--- config.mk ---
export PLATFORM = sky130hd
export DESIGN_NAME = divider_restoring_32
export DESIGN_NICKNAME = d
export VERILOG_FILES = /design/src/rtl/divider_pkg.sv /design/src/rtl/div_step.sv /design/src/rtl/divider_restoring_32.sv
export SDC_FILE = /design/constraint.sdc
export NUM_CORES = 1
export LEC_CHECK = 0
export BUFFER_PORTS_ARGS = -buffer_cell sky130_fd_sc_hd__buf_4
export CAP_MARGIN = 30
export CORE_MARGIN = 10
export CORE_UTILIZATION = 58
export DETAILED_ROUTE_END_ITERATION = 10
export GPL_ROUTABILITY_DRIVEN = 0
export HOLD_SLACK_MARGIN = 0.15
export PLACE_DENSITY = 0.81
export SLEW_MARGIN = 5
export SYNTH_ARGS = -nofsm -noshare
export SYNTH_HDL_FRONTEND = slang
export SYNTH_HIERARCHICAL = 1
export SYNTH_SLANG_ARGS = --single-unit
--- constraint.sdc ---
create_clock -name clk -period 4.3 [get_ports clk]
set_input_delay 0.215 -clock clk [delete_from_list [all_inputs] [get_ports clk]]
set_output_delay 0.215 -clock clk [all_outputs]
set_load 0.01 [all_outputs]
--- src/rtl/divider_pkg.sv ---
// Shared types and constants for the restoring divider slice.
package divider_pkg;

    localparam int unsigned DIV_ITERS = 32;
    localparam logic [DIV_ITERS-1:0] DIV0_QUOTIENT = '1;

    typedef enum logic [1:0] {
        IDLE,
        RUN,
        DONE
    } div_state_e;

endpackage

--- src/rtl/div_step.sv ---
// One restoring-division iteration: trial subtraction of D from the shifted
// partial remainder on a Kogge-Stone prefix subtractor, restore on borrow.
module div_step
    import divider_pkg::*;
#(
    parameter int unsigned width = DIV_ITERS
) (
    input  logic [width-1:0] r_in,
    input  logic             q_msb,
    input  logic [width-1:0] d_in,
    output logic [width-1:0] r_out,
    output logic             q_bit
);

    localparam int unsigned TW     = width + 1;
    localparam int unsigned LEVELS = $clog2(width);

    logic [TW-1:0]    a;
    logic [TW-1:0]    b_n;
    logic [TW-1:0]    prop;
    logic [TW-1:0]    diff;
    logic [width-1:0] gen;
    logic [width-1:0] gg;
    logic [width-1:0] pp;

    always_comb begin
        a    = {r_in, q_msb};
        b_n  = ~{1'b0, d_in};
        prop = a ^ b_n;
        gen  = a[width-1:0] & b_n[width-1:0];
        // carry-in of 1 (two's complement) folded into bit 0's generate
        gg    = gen;
        gg[0] = gen[0] | prop[0];
        pp    = prop[width-1:0];
        for (int unsigned lvl = 0; lvl < LEVELS; lvl++) begin
            for (int unsigned k = 0; k + (32'd1 << lvl) < width; k++) begin
                gg[width-1-k] = gg[width-1-k] | (pp[width-1-k] & gg[width-1-k-(32'd1 << lvl)]);
                pp[width-1-k] = pp[width-1-k] & pp[width-1-k-(32'd1 << lvl)];
            end
        end
        diff[0]      = ~prop[0];
        diff[TW-1:1] = prop[TW-1:1] ^ gg;
        q_bit        = ~diff[TW-1];
        r_out        = q_bit ? diff[width-1:0] : a[width-1:0];
    end

endmodule

--- src/rtl/divider_restoring_32.sv ---
// Multi-cycle restoring divider with start/done handshake, one quotient bit
// per cycle. Optional signed mode via DIVIDER_SIGNED_EN.
module divider_restoring_32
    import divider_pkg::*;
#(
    parameter int unsigned width = DIV_ITERS
) (
    input  logic             clk,
    input  logic             reset_n,
    input  logic             start,
`ifdef DIVIDER_SIGNED_EN
    input  logic             is_signed,
`endif
    input  logic [width-1:0] dividend,
    input  logic [width-1:0] divisor,
    output logic             ready,
    output logic             busy,
    output logic             done,
    output logic [width-1:0] quotient,
    output logic [width-1:0] remainder,
    output logic             div_by_zero
);

    localparam int unsigned CNT_W = $clog2(width);

    div_state_e       state_q, state_d;
    logic [width-1:0] q_q, q_d;
    logic [width-1:0] r_q, r_d;
    logic [width-1:0] dvsr_q, dvsr_d;
    logic [CNT_W-1:0] cnt_q, cnt_d;
    logic [width-1:0] quotient_q, quotient_d;
    logic [width-1:0] remainder_q, remainder_d;
    logic             dbz_q, dbz_d;
    logic             done_q, done_d;
    logic             busy_q, busy_d;
    logic             ready_q, ready_d;

    logic [width-1:0] dvd_mag;
    logic [width-1:0] dvs_mag;
    logic [width-1:0] step_r;
    logic             step_bit;
    logic [width-1:0] q_fin;
    logic             neg_quo_q;
    logic             neg_rem_q;

`ifdef DIVIDER_SIGNED_EN
    logic neg_quo_d;
    logic neg_rem_d;
    logic accept;

    always_comb begin
        dvd_mag   = (is_signed && dividend[width-1]) ? (~dividend + 1'b1) : dividend;
        dvs_mag   = (is_signed && divisor[width-1])  ? (~divisor + 1'b1)  : divisor;
        accept    = ((state_q == IDLE) || (state_q == DONE)) && start && (divisor != '0);
        neg_quo_d = neg_quo_q;
        neg_rem_d = neg_rem_q;
        if (accept) begin
            neg_quo_d = is_signed && (dividend[width-1] ^ divisor[width-1]);
            neg_rem_d = is_signed && dividend[width-1];
        end
    end

    always_ff @(posedge clk or negedge reset_n) begin
        if (!reset_n) begin
            neg_quo_q <= 1'b0;
            neg_rem_q <= 1'b0;
        end else begin
            neg_quo_q <= neg_quo_d;
            neg_rem_q <= neg_rem_d;
        end
    end
`else
    assign dvd_mag   = dividend;
    assign dvs_mag   = divisor;
    assign neg_quo_q = 1'b0;
    assign neg_rem_q = 1'b0;
`endif

    div_step #(
        .width (width)
    ) u_step (
        .r_in  (r_q),
        .q_msb (q_q[width-1]),
        .d_in  (dvsr_q),
        .r_out (step_r),
        .q_bit (step_bit)
    );

    assign q_fin = {q_q[width-2:0], step_bit};

    always_comb begin
        state_d     = state_q;
        q_d         = q_q;
        r_d         = r_q;
        dvsr_d      = dvsr_q;
        cnt_d       = cnt_q;
        quotient_d  = quotient_q;
        remainder_d = remainder_q;
        dbz_d       = dbz_q;
        done_d      = 1'b0;
        busy_d      = busy_q;
        ready_d     = ready_q;

        unique case (state_q)
            IDLE, DONE: begin
                state_d = IDLE;
                busy_d  = 1'b0;
                ready_d = 1'b1;
                if (start) begin
                    if (divisor == '0) begin
                        state_d     = DONE;
                        quotient_d  = DIV0_QUOTIENT;
                        remainder_d = dividend;
                        dbz_d       = 1'b1;
                        done_d      = 1'b1;
                    end else begin
                        state_d = RUN;
                        q_d     = dvd_mag;
                        dvsr_d  = dvs_mag;
                        r_d     = '0;
                        cnt_d   = CNT_W'(width - 1);
                        busy_d  = 1'b1;
                        ready_d = 1'b0;
                    end
                end
            end
            RUN: begin
                q_d   = q_fin;
                r_d   = step_r;
                cnt_d = cnt_q - 1'b1;
                // final iteration publishes straight from the step outputs
                if (cnt_q == '0) begin
                    state_d     = DONE;
                    quotient_d  = neg_quo_q ? (~q_fin + 1'b1) : q_fin;
                    remainder_d = neg_rem_q ? (~step_r + 1'b1) : step_r;
                    dbz_d       = 1'b0;
                    done_d      = 1'b1;
                    busy_d      = 1'b0;
                    ready_d     = 1'b1;
                end
            end
            default: begin
                state_d = IDLE;
                busy_d  = 1'b0;
                ready_d = 1'b1;
            end
        endcase
    end

    always_ff @(posedge clk or negedge reset_n) begin
        if (!reset_n) begin
            state_q     <= IDLE;
            q_q         <= '0;
            r_q         <= '0;
            dvsr_q      <= '0;
            cnt_q       <= '0;
            quotient_q  <= '0;
            remainder_q <= '0;
            dbz_q       <= 1'b0;
            done_q      <= 1'b0;
            busy_q      <= 1'b0;
            ready_q     <= 1'b1;
        end else begin
            state_q     <= state_d;
            q_q         <= q_d;
            r_q         <= r_d;
            dvsr_q      <= dvsr_d;
            cnt_q       <= cnt_d;
            quotient_q  <= quotient_d;
            remainder_q <= remainder_d;
            dbz_q       <= dbz_d;
            done_q      <= done_d;
            busy_q      <= busy_d;
            ready_q     <= ready_d;
        end
    end

    assign ready       = ready_q;
    assign busy        = busy_q;
    assign done        = done_q;
    assign quotient    = quotient_q;
    assign remainder   = remainder_q;
    assign div_by_zero = dbz_q;

endmodule

==> results of run 1 <==
layer usage:
metal | up-vias | track usage (%) | share of wire, %
li1 | 3656 | - | -
met2 | 248 | 39.4 | 51
met4 | 0 | 8.27 | 2.7
met5 | - | 0 | 0
met1 | 3685 | 27.6 | 41
met3 | 46 | 5.84 | 5.5
layout by cell type, fill, tap and decap left out, types with 5 or more instances in the layout:
master	netlist	routed
inv_1	104	104
nand2b_1	6	5
xnor2_1	19	19
nor2b_1	8	7
nand4_1	10	10
xor2_1	9	9
nand2_1	90	89
o21a_1	6	6
o22ai_1	32	32
o21ai_0	95	95
nor2_1	56	56
buf_4	6	145
nand3_1	6	6
nor4_1	8	8
ha_1	33	33
mux2_2	62	62
nor3_1	5	5
o21ai_1	16	16
dfrtp_1	170	170
a31oi_1	36	36
a21oi_1	53	53
clkbuf_16	0	17
a21o_1	12	12
dlygate4sd3_1	0	65
a21oi_2	9	9
cells in the mapped netlist (all sizes together), types with 2 or more instances:
cell     instances  area (sq um)
dfrtp          170          4250
o22ai           33           213
o2111a           2          22.5
o41ai            2          36.3
and2             2          12.5
nor2            56           210
and3             3          18.8
mux2i            3          33.8
ha              33           413
o31ai            3          27.5
nand2b           6          37.5
a21oi           62           344
nor2b            8          50.1
xor2            10          95.1
nand4           10          62.6
mux2            62           698
a311oi           2          17.5
a22oi            2          15.0
or2              2          12.5
a31oi           36           225
clkbuf          31           116
o21a             6          45.0
buf             25           181
nand3            6          30.0
inv            104           390
o2111ai          2          17.5
nand2           90           338
nor4             8          50.1
nor3             6          35.0
o21ai          111           556
o21bai           3          22.5
xnor2           19           166
nand3b           2          15.0
a21o            12          90.1
a211oi           3          22.5
state kept, by name, summed over array words and instances, names as in the netlist:
register / flops
r_q: 32
done: 1
busy: 1
state_q: 2
dvsr_q: 32
remainder: 32
q_q: 32
quotient: 32
cnt_q: 5
div_by_zero: 1
ready: 1
stage by stage:
step	instance area [sq um]	util [%]
5_1_grt	11400	74.8
3_5_place_dp	10100	66.5
3_3_place_gp	10100	66.5
2_1_floorplan	9050	-
4_1_cts	11400	74.8
6_report	11400	74.8
worst paths after layout:
path / slack (ps) / cells past startpoint / end / start
setup / recovery: 650 / 15 / remainder[28]$_DFFE_PN0P_ / q_q[31]$_DFFE_PN0P_
max in group asynchronous: 2740 / 3 / quotient[0]$_DFFE_PN0P_ / reset_n
min in group asynchronous: 410 / 2 / dvsr_q[31]$_DFFE_PN0P_ / reset_n
hold / removal: 260 / 3 / state_q[1]$_DFFE_PN0N_ / start
hold reg to reg: 500 / 1 / div_by_zero$_DFFE_PN0P_ / div_by_zero$_DFFE_PN0P_
setup reg to reg: 650 / 15 / remainder[28]$_DFFE_PN0P_ / q_q[31]$_DFFE_PN0P_
report_power, final:
part,switching (mW),internal [mW]
logic,3.34,2.81
registers,0.472,2.34
clock network,0.676,0.924
total,4.49,6.06
kinds of logic after synthesis:
kind of cell | Yosys count
compound gates | 289
xor+xnor | 29
fa+ha+maj | 34
flops | 171
simple gates | 203
mux | 65
buf+inv | 160
worst min-delay path, stage by stage:
cell and delay, ps:
buf_4 110, nand2b_1 190, o31ai_1 120
area by class of cell:
cell class	instances	area (sq um)	share of cell area, %
Clock buffer	17	425	3.73
Clock inverter	15	188	1.65
Inverter	104	390	3.42
Multi-Input combinational cell	620	4110	36.0
Sequential cell	171	4280	37.5
Tap cell	211	264	2.31
Timing Repair Buffer	211	1750	15.3
==> flow_summary_export.csv, run 1 <==
group,metric,value,unit
synth,synth_cells,951,
sta,period_needed,3650,ps
power,p_leak,5.21,nW
cts,cts_tree,"yes",
finish,area_delta_synth_final,26.0,%
sta,holdWs,259,ps
setup_path,cp_slowest_stage_delay,410,ps
setup_path,path_buf_inv,2,
synth,post_synth.cell_area_avg,9.52,sq um
power,peakVddDrop,0.628,mV
drt,wl_per_cell,18.1,um
finish,drive_above_1_share,23.2,%
outcome,status,"finished, final reports clean",
drt,vias,7635,
synth,synthXorXnorAreaFrac,2.89,%
setup_path,critical_path.cell_chain,"inv_1, ha_1, fa_1, nor2b_1, o2111ai_1, a21oi_1, o21ai_1, a21oi_1, o2111a_1, o22ai_2, xor2_2, buf_4, mux2_2, nand2_1, a31oi_1",
finish,fin_nets,1226,
sta,rsz0062_at_grt,"false",
synth,synthMuxAreaShare,8.09,%
die,dieArea,21000,sq um
drt,drc,0,
synth,synth_edf_count,0,
sta,tightest_slew,791,ps
flow_run,maxCapViolations,0,
synth,synth_top_family_by_area,"compound AO/OA/AOI/OAI gates",
sta,setup_tns,0,ps
cts,cts_buffer_depth,2,
sta,fin_skew,9.53,ps
cts,cts_setup_buffers,0,
placement,hpwl,16.8,mm
setup_path,critPathRequiredTime,4580,ps
power,power.density,925,nW/um^2
sta,finalHoldViolCount,0,
die,rows,45,
setup_path,cp-start-kind,"register",
min_path,hp-class,"input port to register",
synth,synth_compound_area_share,19.3,%
placement,placedCellCount,1252,
cts,clkLatencyLatePin,430,ps
die,die_x,145,um
global_routing,grt_pass1_vias,7942,
cts,cts.sinks,171,
setup_path,critical_path_class,"register to register",
setup_path,cp-end-kind,"register",
power,power,10.6,mW
setup_path,worst_path_most_repeated_cell,"a21oi_1",
synth,yosys_register_bits,171,
sta,setup_violations,0,
synth,syn_area,9050,sq um
sta,timing_max_transition_violations_final,0,
setup_path,worst-path-max-fanout,33,
global_routing,antenna_found_initial,0,
placement,portBuffers,134,
cts,cts-root-buf,"clkbuf_16",
synth,syn-num-nets,1052,
placement,pre_cts_slack,778,ps
drt,drt.antenna.violating_nets,0,
cts,numCtsBuffers,17,
synth,synth-async-reset-ratio,100,%
drt,drtPass1Iterations,6,
synth,synth_seq_area_share,47.3,%
global_routing,gr-total-overflow,0,
finish,fillers,1088,
die,dieHeight,145,um
finish,stdcell_count,1349,
die,initial_core_util,59.3,%
setup_path,critical_path.top_delay_family,"compound AO/OA/AOI/OAI gates",
die,ioPinCount,135,
global_routing,grt_usage,23.1,%
synth,synth_flop_cell,"dfrtp_1",
global_routing,grt_max_degree,88,
cts,clk_pin_slew,70,ps
setup_path,cp.arrival,3920,ps
sta,layout_setup_ws,654,ps
cts,htreeDepth,4,
sta,finalCritPeriodShare,84.8,%
synth,yosys.area_share.simple,10.0,%
sta,timing.fmax,0.274,GHz
cts,postCtsHoldBufs,65,
sta,slew_headroom,47.3,%
setup_path,crit_slowest_cell,"buf_4",
finish,antenna_cells,0,
drt,drt_iter0_drc,494,
cts,cts_resized,0,
synth,synth-adder-area-share,4.78,%
drt,routed_wl,24.4,mm
die,core-area,15300,sq um
synth,yosysWarnings,6,
global_routing,grt_pass1_wl,40.2,mm
drt,vias_per_cell,5.66,
synth,ys_types,63,
Note: power is estimated with default switching activity, not from simulation.
==> run 2: changes to the inputs <==
Settings changed: ABC_AREA from default to 1, CORE_UTILIZATION 58 to 54, PLACE_DENSITY 0.81 to 0.78.
Clock period 4.3 ns to 2.99 ns, I/O delays scaled along.
==> flow_summary_export.csv, run 2 <==
group,metric,value,unit
sta,rsz0062_at_grt,"true",
finish,fillers,1743,
drt,vias,10800,
sta,finalHoldViolCount,0,
drt,vias_per_cell,5.19,
sta,tightest_slew,823,ps
die,ioPinCount,135,
drt,drc,0,
synth,synth_flop_cell,"dfrtp_1",
sta,period_needed,2680,ps
cts,cts.sinks,171,
die,dieHeight,162,um
placement,place_area,12100,sq um
synth,synth-async-reset-ratio,100,%
cts,cts_buffer_depth,2,
finish,finalInstanceArea,13300,sq um
synth,synthTopCellsByArea,"dfrtp_1, nand2_1, inv_1",
finish,antenna_cells,0,
synth,ys_types,36,
power,peakVddDrop,0.604,mV
die,dieArea,26400,sq um
finish,multi_input_area,5290,sq um
global_routing,grt_max_degree,134,
setup_path,worst-path-max-fanout,32,
global_routing,gr-total-overflow,0,
synth,synth_seq_area_share,39.1,%
setup_path,cp-end-kind,"register",
setup_path,crit_slowest_cell,"fa_1",
placement,pre_cts_slack,245,ps
setup_path,critical_path_class,"register to register",
drt,routed_wl,31.2,mm
power,power.density,1310,nW/um^2
sta,fin_skew,21.3,ps
cts,htreeDepth,4,
synth,yosysTopAreaCell,"dfrtp_1",
min_path,hp-class,"input port to register",
synth,synth_edf_count,0,
synth,synth_cells,1639,
drt,drt.antenna.violating_nets,0,
setup_path,cp.arrival,3050,ps
global_routing,grt_pass1_vias,10600,
die,rows,52,
die,initial_core_util,54.5,%
cts,clk_pin_slew,70,ps
drt,drt_iter0_drc,971,
finish,final_cell_mix,"nand2_1, inv_1, dfrtp_1",
finish,final_common_cell,"nand2_1",
setup_path,worst_path_most_repeated_cell,"nand2_1",
cts,clkLatencyLatePin,440,ps
setup_path,cp-start-kind,"register",
synth,syn-num-nets,1740,
sta,timing.fmax,0.373,GHz
sta,finalCritPeriodShare,89.5,%
finish,area_delta_synth_final,21.3,%
global_routing,antenna_found_initial,0,
sta,timing_max_transition_violations_final,0,
die,core-area,20100,sq um
synth,yosysWarnings,6,
synth,post_synth.cell_area_avg,6.69,sq um
setup_path,critPathRequiredTime,3360,ps
placement,portBuffers,134,
finish,drive_above_1_share,12.1,%
placement,hpwl,22.2,mm
cts,cts_tree,"yes",
drt,wl_per_cell,15.0,um
cts,cts_setup_buffers,0,
finish,fin_nets,1902,
sta,setup_violations,0,
cts,cts-root-buf,"clkbuf_16",
finish,postLayoutCoreUtil,66.1,%
power,power,17.4,mW
synth,yosys_register_bits,171,
synth,yosys.area.top_type_share,38.8,%
sta,slew_headroom,44.9,%
finish,regArea,4280,sq um
power,p_leak,7.51,nW
drt,drtPass1Iterations,6,
die,die_x,162,um
flow_run,maxCapViolations,0,
global_routing,grt_pass1_wl,51.9,mm
synth,yosys.cell_count.top_type,"nand2_1",
setup_path,critical_path.cell_chain,"inv_1, ha_1, fa_1, inv_1, nand2_1, nand2_1, nand3_1, nand2_2, nand2_2, nand2_2, nand2_4, nand2_4, nand2_2, nand2_8, nand2_1, nand2_1, inv_1, o21ai_0, nand2_1, nand2_1",
setup_path,cp_slowest_stage_delay,400,ps
synth,synthTopCellsByCount,"nand2_1, inv_1, dfrtp_1",
sta,layout_setup_ws,312,ps
outcome,status,"finished, final reports clean",
global_routing,grt_usage,23.8,%
cts,numCtsBuffers,17,
synth,syn_area,11000,sq um
run 2: what timing repair did:
item / 4_1_cts / 5_1_grt
resized for setup: 0 / 2
hold buffers: 65 / 0
setup endpoints to repair: 0 / 31
endpoints found under the hold margin: 154 / 0
run 2: critical path: cells and delay by family, from the launching register on:
| kind | cells | cell delay (ps) |
|---|---|---|
| adders and majority gates | 2 | 620 |
| and+or+nand+nor | 14 | 1280 |
| buffers and inverters | 3 | 210 |
| AOI/OAI and AO/OA | 1 | 160 |
| DFF | 1 | 370 |
run 2: power by group:
group / internal (mW) / switching, mW / total [mW]
combinational: 3.85 / 7.16 / 11.0
clock: 1.11 / 1.07 / 2.18
sequential: 3.45 / 0.783 / 4.23
run 2: metal layers:
| layer | GRT usage (%) | routed length, um | part of all wire, % | up-vias |
|---|---|---|---|---|
| met2 | 38.7 | 14600 | 47 | 406 |
| met5 | 0 | 0 | 0 | - |
| li1 | - | - | - | 5359 |
| met4 | 9.93 | 1070 | 3.4 | 0 |
| met1 | 30.4 | 13300 | 43 | 4982 |
| met3 | 4.40 | 2230 | 7.1 | 65 |
run 2: cell type report:
class                      instances  share of cell area, %
inverter                         266                   7.53
multi-input combinational       1133                   39.8
clock inverter                    15                   1.13
tap                              270                   2.54
sequential                       171                   32.2
clock buffer                      17                   3.20
timing repair buffer             212                   13.6
run 2: metrics by stage:
step	setup TNS [ps]	hold slack (ps)	cells
floorplan	0	-146	1639
global route	-41.2	276	2084
finish	0	235	2084
global placement	0	185	1987
CTS	0	233	2084
detailed placement	0	192	1987
run 2: cell families after synthesis:
family	count (synthesis)	share of synthesized area [%]
adder cells (fa/ha/maj)	34	3.95
flip-flops	171	39.1
AO/OA/AOI/OAI	167	8.04
AND/OR/NAND/NOR	916	34.7
XOR/XNOR	16	1.28
buffers and inverters	335	13.0
run 2: path summary, 6_finish.rpt:
kind | start | end | slack [ps] | cells after the start
hold reg to reg | dvsr_q[16]$_DFFE_PN0P_ | dvsr_q[16]$_DFFE_PN0P_ | 490 | 2
hold / removal | start | state_q[1]$_DFFE_PN0N_ | 240 | 5
setup reg to reg | q_q[31]$_DFFE_PN0P_ | remainder[0]$_DFFE_PN0P_ | 310 | 20
min in group asynchronous | reset_n | dvsr_q[14]$_DFFE_PN0P_ | 280 | 2
setup / recovery | q_q[31]$_DFFE_PN0P_ | remainder[0]$_DFFE_PN0P_ | 310 | 20
max in group asynchronous | reset_n | r_q[14]$_DFFE_PN0P_ | 1880 | 3
==> run 3: changes to the inputs <==
--- a/config.mk
+++ b/config.mk
@@ -9,4 +9,5 @@
 export BUFFER_PORTS_ARGS = -buffer_cell sky130_fd_sc_hd__buf_4
 export CAP_MARGIN = 30
+export CORE_ASPECT_RATIO = 1.2
 export CORE_MARGIN = 10
 export CORE_UTILIZATION = 54
==> constraint.sdc (replaced) <==
create_clock -name clk -period 2.99 [get_ports clk]
set_input_delay 0.1495 -clock clk [delete_from_list [all_inputs] [get_ports clk]]
set_output_delay 0.1495 -clock clk [all_outputs]
set_load 0.02 [all_outputs]
==> flow_summary_export.csv, run 3 (same netlist as run 2, synthesis figures left out) <==
group,metric,value,unit
outcome,status,"finished, final reports clean",
power,p_leak,7.55,nW
cts,clkLatencyLatePin,440,ps
global_routing,grt_usage,24.7,%
finish,multi_input_area,5310,sq um
sta,setup_tns,0,ps
setup_path,critical_path.cell_chain,"inv_1, ha_1, fa_1, inv_1, nand2_1, nand2_1, nand3_1, nand2_2, nand2_2, nand2_2, nand2_4, nand2_4, nand2_2, nand2_4, nand2_2, nand2_1, inv_1, o21ai_0, nand2_1, nand2_1",
sta,holdWs,207,ps
drt,wl_per_cell,15.8,um
cts,numCtsBuffers,17,
finish,fin_nets,1907,
power,power,18.1,mW
setup_path,r2r_cells,20,
placement,hpwl,22.8,mm
setup_path,cp.arrival,3210,ps
setup_path,critPathRequiredTime,3360,ps
drt,routed_wl,32.8,mm
finish,final_cell_mix,"nand2_1, inv_1, dfrtp_1",
die,dieHeight,176,um
setup_path,cp-start-kind,"register",
min_path,whs_path_depth,5,
placement,pre_cts_slack,141,ps
sta,timing.fmax,0.353,GHz
cts,clk_pin_slew,70,ps
cts,cts.sinks,171,
die,core-area,20100,sq um
min_path,min_to,"state_q[1]$_DFFE_PN0N_",
drt,drc,0,
finish,final_common_cell,"nand2_1",
global_routing,gr-total-overflow,0,
setup_path,reg2reg_slack,160,ps
sta,slew_headroom,52.1,%
sta,fin_skew,14.0,ps
flow_run,maxCapViolations,0,
drt,drt.antenna.violating_nets,0,
setup_path,worst-path-stages,20,
power,power.density,1350,nW/um^2
sta,tightest_slew,719,ps
drt,drtPass1Iterations,6,
sta,finalCritPeriodShare,94.8,%
placement,place_area,12100,sq um
setup_path,r2r-end,"remainder[29]$_DFFE_PN0P_",
power,peakVddDrop,0.752,mV
sta,setup_violations,0,
cts,cts_buffer_depth,2,
drt,drt_iter0_drc,990,
sta,period_needed,2830,ps
die,die_x,150,um
finish,regArea,4280,sq um
min_path,min_from,"start",
finish,postLayoutCoreUtil,66.4,%
placement,placedCellCount,1985,
finish,fillers,1740,
setup_path,critical_path_class,"register to register",
setup_path,critical_path.top_delay_family,"simple AND/OR/NAND/NOR gates",
setup_path,crit_slowest_cell,"fa_1",
cts,cts-root-buf,"clkbuf_16",
drt,vias_per_cell,5.27,
cts,htreeDepth,4,
finish,stdcell_count,2085,
global_routing,antenna_found_initial,1,
die,initial_core_util,54.5,%
global_routing,grt_pass1_wl,52.9,mm
sta,finalHoldViolCount,0,
sta,timing_max_transition_violations_final,0,
setup_path,path_buf_inv,3,
finish,area_delta_synth_final,21.8,%
min_path,hp-class,"input port to register",
finish,finalInstanceArea,13300,sq um
drt,vias,11000,
die,rows,57,
sta,layout_setup_ws,157,ps
global_routing,grt_pass1_vias,10700,
setup_path,r2r-start,"q_q[31]$_DFFE_PN0P_",
setup_path,worst-path-max-fanout,16,
die,ioPinCount,135,
cts,cts_tree,"yes",
global_routing,grt_max_degree,201,
setup_path,cp_slowest_stage_delay,410,ps
finish,drive_above_1_share,12.3,%
die,dieArea,26400,sq um
setup_path,cp-end-kind,"register",
placement,portBuffers,134,
==> run 3: power by group <==
part           total (mW)  internal (mW)  leakage, nW  switching (mW)
clock network        2.20           1.11        0.282            1.09
logic                11.6           3.91         5.16            7.67
registers            4.27           3.45         2.10           0.816
total                18.1           8.47         7.55            9.58
==> run 3: layout make-up <==
cell class | instances | area share, %
Timing Repair Buffer | 216 | 13.9
Antenna cell | 2 | 0.0375
Tap cell | 265 | 2.48
Clock inverter | 14 | 1.08
Multi-Input combinational cell | 1134 | 39.8
Inverter | 266 | 7.50
Sequential cell | 171 | 32.1
Clock buffer | 17 | 3.19
==> run 3: repair_timing <==
action	CTS	global route
resized for setup	0	3
setup buffers	0	0
hold endpoints to repair	161	0
hold buffers	65	0
endpoints found under the setup margin	0	31
==> run 3: worst min-delay path, delay by kind of cell <==
| kind | cells | cell delay, ps |
|---|---|---|
| AO/OA/AOI/OAI | 1 | 90 |
| buffers and inverters | 2 | 160 |
| AND/OR/NAND/NOR | 2 | 190 |
==> run 3: how the worst max path moves through the flow <==
stage	end	from	slack (ps)
after global routing	remainder[16]$_DFFE_PN0P_	q_q[31]$_DFFE_PN0P_	-10
after CTS	remainder[10]$_DFFE_PN0P_	q_q[31]$_DFFE_PN0P_	120
final	remainder[29]$_DFFE_PN0P_	q_q[31]$_DFFE_PN0P_	160
after detailed placement	remainder[10]$_DFFE_PN0P_	q_q[31]$_DFFE_PN0P_	140
after global placement	remainder[15]$_DFFE_PN0P_	q_q[31]$_DFFE_PN0P_	320
after floorplan	remainder[17]$_DFFE_PN0P_	q_q[31]$_DFFE_PN0P_	660
==> run 3: per-layer routing <==
| metal | share of wire, % | wire (um) | vias up | GRT usage, % |
|---|---|---|---|---|
| li1 | - | - | 5363 | - |
| met1 | 41 | 13600 | 5109 | 31.7 |
| met2 | 48 | 15700 | 425 | 39.2 |
| met3 | 6.7 | 2210 | 91 | 4.64 |
| met4 | 4.1 | 1330 | 0 | 12.0 |
| met5 | 0 | 0 | - | 0 |
